===== src/rtl/branch_resolve_unit.sv =====
// branch_resolve_unit: one-cycle compare-branch resolution with a 2-bit predictor.
// Define BRANCH_SIGNED_CMP_EN for signed bgt/bgte/ble/bleq compares.
module branch_resolve_unit #(
  parameter int PC_W       = 9,
  parameter int DATA_W     = 32,
  parameter int PRED_DEPTH = 16,
  parameter int CNT_W      = 16
) (
  input  logic              clk,
  input  logic              rst,
  input  logic              in_valid,
  output logic              in_ready,
  input  logic [31:0]       inst_reg,
  input  logic [PC_W-1:0]   PC,
  input  logic              pred_in,
  input  logic [DATA_W-1:0] reg_1,
  input  logic [DATA_W-1:0] reg_2,
  input  logic [PC_W-1:0]   predict_pc,
  output logic              predict_taken,
  output logic              out_valid,
  input  logic              out_ready,
  output logic [PC_W-1:0]   new_PC,
  output logic              taken,
  output logic              is_branch,
  output logic              mispredict,
  output logic [CNT_W-1:0]  mispredict_cnt
);

  localparam int IDX_W = $clog2(PRED_DEPTH);
  localparam int TGT_W = (PC_W < 16) ? PC_W : 16;

  localparam logic [5:0] OP_BEQ  = 6'd15;
  localparam logic [5:0] OP_BNE  = 6'd16;
  localparam logic [5:0] OP_BGT  = 6'd17;
  localparam logic [5:0] OP_BGTE = 6'd18;
  localparam logic [5:0] OP_BLE  = 6'd19;
  localparam logic [5:0] OP_BLEQ = 6'd20;

  localparam logic [1:0] CTR_INIT = 2'b01;
  localparam logic [1:0] CTR_MAX  = 2'b11;
  localparam logic [1:0] CTR_MIN  = 2'b00;

  localparam logic [CNT_W-1:0] STAT_MAX = '1;

  logic [5:0]       w_opc;
  logic             w_eq;
  logic             w_gt;
  logic             w_lt;
  logic             w_taken;
  logic             w_is_br;
  logic             w_mis;
  logic             w_fire;
  logic [PC_W-1:0]  w_target;
  logic [PC_W-1:0]  w_next_pc;
  logic [IDX_W-1:0] w_upd_idx;
  logic [IDX_W-1:0] w_lkp_idx;
  logic [1:0]       w_ctr_cur;
  logic [1:0]       w_ctr_nxt;
  logic             w_unused_bits;

  logic [1:0]       r_tbl [PRED_DEPTH];
  logic             r_out_valid;
  logic [PC_W-1:0]  r_new_pc;
  logic             r_taken;
  logic             r_is_branch;
  logic             r_mispredict;
  logic [CNT_W-1:0] r_mis_cnt;

  assign w_opc = inst_reg[31:26];
  assign w_unused_bits = ^{inst_reg, predict_pc, PC};

  assign in_ready = !r_out_valid || out_ready;
  assign w_fire   = in_valid && in_ready;

  // Ordering compares; equality is sign-agnostic.
  assign w_eq = (reg_1 == reg_2);
`ifdef BRANCH_SIGNED_CMP_EN
  assign w_gt = $signed(reg_1) > $signed(reg_2);
  assign w_lt = $signed(reg_1) < $signed(reg_2);
`else
  assign w_gt = reg_1 > reg_2;
  assign w_lt = reg_1 < reg_2;
`endif

  always_comb begin
    w_is_br = 1'b1;
    w_taken = 1'b0;
    case (w_opc)
      OP_BEQ:  w_taken = w_eq;
      OP_BNE:  w_taken = !w_eq;
      OP_BGT:  w_taken = w_gt;
      OP_BGTE: w_taken = !w_lt;
      OP_BLE:  w_taken = w_lt;
      OP_BLEQ: w_taken = !w_gt;
      default: w_is_br = 1'b0;
    endcase
  end

  always_comb begin
    w_target = '0;
    w_target[TGT_W-1:0] = inst_reg[TGT_W-1:0];
  end

  assign w_next_pc = w_taken ? w_target : PC;
  assign w_mis     = w_taken ^ pred_in;

  assign w_upd_idx = PC[IDX_W-1:0];
  assign w_lkp_idx = predict_pc[IDX_W-1:0];
  assign w_ctr_cur = r_tbl[w_upd_idx];

  always_comb begin
    w_ctr_nxt = w_ctr_cur;
    if (w_taken) begin
      if (w_ctr_cur != CTR_MAX) w_ctr_nxt = w_ctr_cur + 2'd1;
    end else begin
      if (w_ctr_cur != CTR_MIN) w_ctr_nxt = w_ctr_cur - 2'd1;
    end
  end

  // Lookup reads the registered table, so a same-cycle update is not seen.
  assign predict_taken = r_tbl[w_lkp_idx][1];

  always_ff @(posedge clk) begin
    if (rst) begin
      for (int i = 0; i < PRED_DEPTH; i++) r_tbl[i] <= CTR_INIT;
    end else if (w_fire && w_is_br) begin
      r_tbl[w_upd_idx] <= w_ctr_nxt;
    end
  end

  always_ff @(posedge clk) begin
    if (rst) begin
      r_out_valid  <= 1'b0;
      r_new_pc     <= '0;
      r_taken      <= 1'b0;
      r_is_branch  <= 1'b0;
      r_mispredict <= 1'b0;
    end else if (w_fire) begin
      r_out_valid  <= 1'b1;
      r_new_pc     <= w_next_pc;
      r_taken      <= w_taken;
      r_is_branch  <= w_is_br;
      r_mispredict <= w_mis;
    end else if (out_ready) begin
      r_out_valid  <= 1'b0;
    end
  end

  always_ff @(posedge clk) begin
    if (rst) begin
      r_mis_cnt <= '0;
    end else if (w_fire && w_mis && (r_mis_cnt != STAT_MAX)) begin
      r_mis_cnt <= r_mis_cnt + 1'b1;
    end
  end

  assign out_valid      = r_out_valid;
  assign new_PC         = r_new_pc;
  assign taken          = r_taken;
  assign is_branch      = r_is_branch;
  assign mispredict     = r_mispredict;
  assign mispredict_cnt = r_mis_cnt;

endmodule


===== config.mk =====
export PLATFORM = sky130hd
export DESIGN_NAME = branch_resolve_unit
export DESIGN_NICKNAME = d
export VERILOG_FILES = /design/src/rtl/branch_resolve_unit.sv
export SDC_FILE = /design/constraint.sdc
export NUM_CORES = 1
export LEC_CHECK = 0
export CAP_MARGIN = 15
export CORE_ASPECT_RATIO = 0.6
export CORE_UTILIZATION = 48
export CTS_BUF_LIST = sky130_fd_sc_hd__clkbuf_4 sky130_fd_sc_hd__clkbuf_8
export CTS_CLUSTER_DIAMETER = 80
export CTS_CLUSTER_SIZE = 30
export DETAILED_ROUTE_END_ITERATION = 10
export PLACE_DENSITY = 0.89
export RECOVER_POWER = 25
export SLEW_MARGIN = 20
export SYNTH_ARGS = -nofsm -noshare
export SYNTH_HDL_FRONTEND = slang
export SYNTH_SLANG_ARGS = --single-unit

===== constraint.sdc =====
create_clock -name clk -period 6.5 [get_ports clk]
set_input_delay 1.3 -clock clk [delete_from_list [all_inputs] [get_ports clk]]
set_output_delay 1.3 -clock clk [all_outputs]
set_load 0.02 [all_outputs]

==> results_dict.tcl <==
set metrics [dict create \
    run_status "complete, but fails checks" \
    violations_in_the_final_reports "max-capacitance violations, max-slew violations" \
    worst-r2r-cell-count 7 \
    detail_route.drc_violations 0 \
    cts_max_path_buffers 2 \
    fin_hold_ws_ns 0.493 \
    post_synth_instance_area_um2 4280 \
    post_synth_mux_area_share_pct 12.7 \
    postSynthCellCount 450 \
    detailroute.via_count 4027 \
    die_area_um2 9310 \
    tightest_slew_ns 2.20 \
    slew_headroom_pct -46.6 \
    power.ir.vdd_worst_v 0.0000965 \
    adder_and_majority_gate_portion_of_the_synthesized_area_pct 10.2 \
    final.setup.tns_ns 0 \
    drt-initial-drc-count 345 \
    cell_types_with_the_highest_counts_after_synthesis "sky130_fd_sc_hd__nor2_1, sky130_fd_sc_hd__nand2_1, sky130_fd_sc_hd__inv_1" \
    hpwlAfterDp_um 9060 \
    regToRegSetupSlack_ns 4.07 \
    cell_with_the_most_instances_after_synthesis "sky130_fd_sc_hd__nor2_1" \
    die_x_um 124 \
    cts_tree "built" \
    grt_first_pass_wirelength_um 18300 \
    number_of_port_buffers 127 \
    firstDrtPassIters 6 \
    synth_top_cell_by_area "sky130_fd_sc_hd__edfxtp_1" \
    routed_wire_length_per_instance_um 17.3 \
    gr-total-overflow 0 \
    synth_async_sr_flop_share_pct 0 \
    main_combinational_cell_family_by_area_after_synthesis "simple AND/OR/NAND/NOR gates" \
    h_tree_levels 3 \
    gp_congestion 0.879 \
    viasPerCell 5.86 \
    critPathKind "in2out" \
    synthXorXnorAreaFrac_pct 0 \
    postSynthNetCount 602 \
    power.density_nw_per_um2 172 \
    synth_compound_area_share_pct 11.8 \
    worst_setup_path_start_kind "input port" \
    critical_path.reg2reg.startpoint "out_valid$_SDFFE_PP0P_" \
    cts_resized 0 \
    setup_bufs_post_cts 0 \
    grt_start_max_net_pins 54 \
    worstPathMaxFanout 4 \
    cts.clk_slew.worst_paths_ns 0.06 \
    synth_simple_gate_area_share_pct 24.2 \
    netlist_top_cells_area "sky130_fd_sc_hd__edfxtp_1, sky130_fd_sc_hd__dfxtp_1, sky130_fd_sc_hd__ha_1, sky130_fd_sc_hd__mux4_2, sky130_fd_sc_hd__nor2_1" \
    area_overhead_vs_synth_pct 36.1 \
    rr_endpoint "mispredict_cnt[13]$_SDFFE_PP0P_" \
    clkSinkCount 61 \
    post-route-period-util_pct 74.6 \
    finClkSkew_ns 0.00676 \
    critical_path_arrival_ns 3.55 \
    worstSetupStartpoint "predict_pc[0]" \
    area_inside_the_core_boundary_um2 8590 \
    final_net_count 722 \
    synth_sequential_area_ratio_pct 36.0 \
    syn_area_per_cell_um2 9.51 \
    rsz0062_at_grt "no" \
    drt_wl_total_um 11900 \
    hold_path.class "reg2reg" \
    cts_hold_repair.buffers 0 \
    clk_latency_ns 0.33 \
    start_util_pct 49.8 \
    maxClockFrequency_mhz 206 \
    report.final.hold_viol_count 0 \
    ys_types 54 \
    postRouteAntennaNets 0 \
    diodes 0 \
    fill_cells 641 \
    synth-edff-count 32 \
    groute.usage.overall_pct 26.0 \
    critPathRequiredTime_ns 5.20 \
    yosys_warns 0 \
    slew_violations 54 \
    p_leak_nw 2.32 \
    cts_root_buf "sky130_fd_sc_hd__clkbuf_8" \
    worstSetupEndpoint "predict_taken" \
    vias_in_the_first_global_route 3890 \
    worstSetupEndpointType "output port" \
    numCtsBuffers 9 \
    finalSetupViolations 0 \
    postSynthRegisterBits 61 \
    rows 26 \
    ios 150 \
    antenna_violations_before_repair 0 \
    synthFlopType "sky130_fd_sc_hd__edfxtp_1" \
    max-cap-violations 1 \
    timing.final.crit_period_ns 4.85 \
    synth.top_cell.area_share_pct 22.5 \
    chipHeight_um 75.1 \
    drive_above_1_share_pct 9.91 \
]
kinds of logic (layout without fill, tap and decap cells):
logic type,after synthesis,after routing
buffers and inverters,54,179
muxes,35,35
AOI/OAI and AO/OA,71,71
and+or+nand+nor,194,194
DFF,61,61
adders and majority gates,35,35
where the power goes:
part / internal (mW) / switching (mW)
sequential: 0.415 / 0.00652
combinational: 0.108 / 0.0982
clock: 0.220 / 0.154
layer usage:
layer | up-vias | track usage [%] | part of all wire [%]
li1 | 1905 | - | -
met1 | 1912 | 31.9 | 42
met2 | 183 | 44.4 | 48
met3 | 27 | 7.20 | 8.7
met4 | 0 | 9.26 | 1.4
met5 | - | 0 | 0
final cells by class:
class	count	area [um2]	share of cell area, %
Clock buffer	10	131	2.26
Multi-Input combinational cell	335	2520	43.2
Clock inverter	6	86.3	1.48
Timing Repair Buffer	128	1270	21.9
Tap cell	112	140	2.41
Inverter	35	131	2.26
Sequential cell	61	1540	26.5
registers in the layout, summed over array words and instances, names as in the netlist:
register / flops
mispredict: 1
is_branch: 1
r_tbl: 32
out_valid: 1
taken: 1
mispredict_cnt: 16
new_PC: 9
stage by stage:
step | worst slack (ns) | power, mW | utilization, % | area, um2 | std cells
floorplan | 2.49 | 0.532 | - | 4280 | 450
global placement | 1.49 | 0.626 | 65.3 | 5610 | 671
detailed placement | 1.42 | 0.635 | 65.3 | 5610 | 671
CTS | 1.66 | 1.01 | 67.9 | 5830 | 687
global route | 1.49 | 1.04 | 67.8 | 5820 | 687
finish | 1.65 | 1.00 | 67.8 | 5820 | 687
worst min path at each step:
stage,from,endpoint,slack (ns),cells after the start
after CTS,mispredict$_SDFFE_PP0P_,mispredict$_SDFFE_PP0P_,0.49,2
final,mispredict$_SDFFE_PP0P_,mispredict$_SDFFE_PP0P_,0.49,2
after floorplan,mispredict$_SDFFE_PP0P_,mispredict$_SDFFE_PP0P_,0.53,2
after global placement,mispredict$_SDFFE_PP0P_,mispredict$_SDFFE_PP0P_,0.47,2
after global routing,mispredict$_SDFFE_PP0P_,mispredict$_SDFFE_PP0P_,0.50,2
after detailed placement,mispredict$_SDFFE_PP0P_,mispredict$_SDFFE_PP0P_,0.48,2
cell usage in the layout, fill, tap and decap left out, types with 16 or more instances in the layout:
master	instances
sky130_fd_sc_hd__a21oi_1	25
sky130_fd_sc_hd__clkdlybuf4s50_1	97
sky130_fd_sc_hd__dfxtp_1	29
sky130_fd_sc_hd__dlygate4sd3_1	30
sky130_fd_sc_hd__edfxtp_1	32
sky130_fd_sc_hd__ha_1	33
sky130_fd_sc_hd__inv_1	35
sky130_fd_sc_hd__nand2_1	39
sky130_fd_sc_hd__nand2b_1	16
sky130_fd_sc_hd__nand3_1	21
sky130_fd_sc_hd__nor2_1	42
critical path, stage by stage:
cell and delay (ns):
sky130_fd_sc_hd__clkdlybuf4s50_1 0.66, sky130_fd_sc_hd__mux4_2 0.57, sky130_fd_sc_hd__mux4_2 0.46, sky130_fd_sc_hd__clkdlybuf4s50_1 0.55
Power figures use the tool's default switching activity.
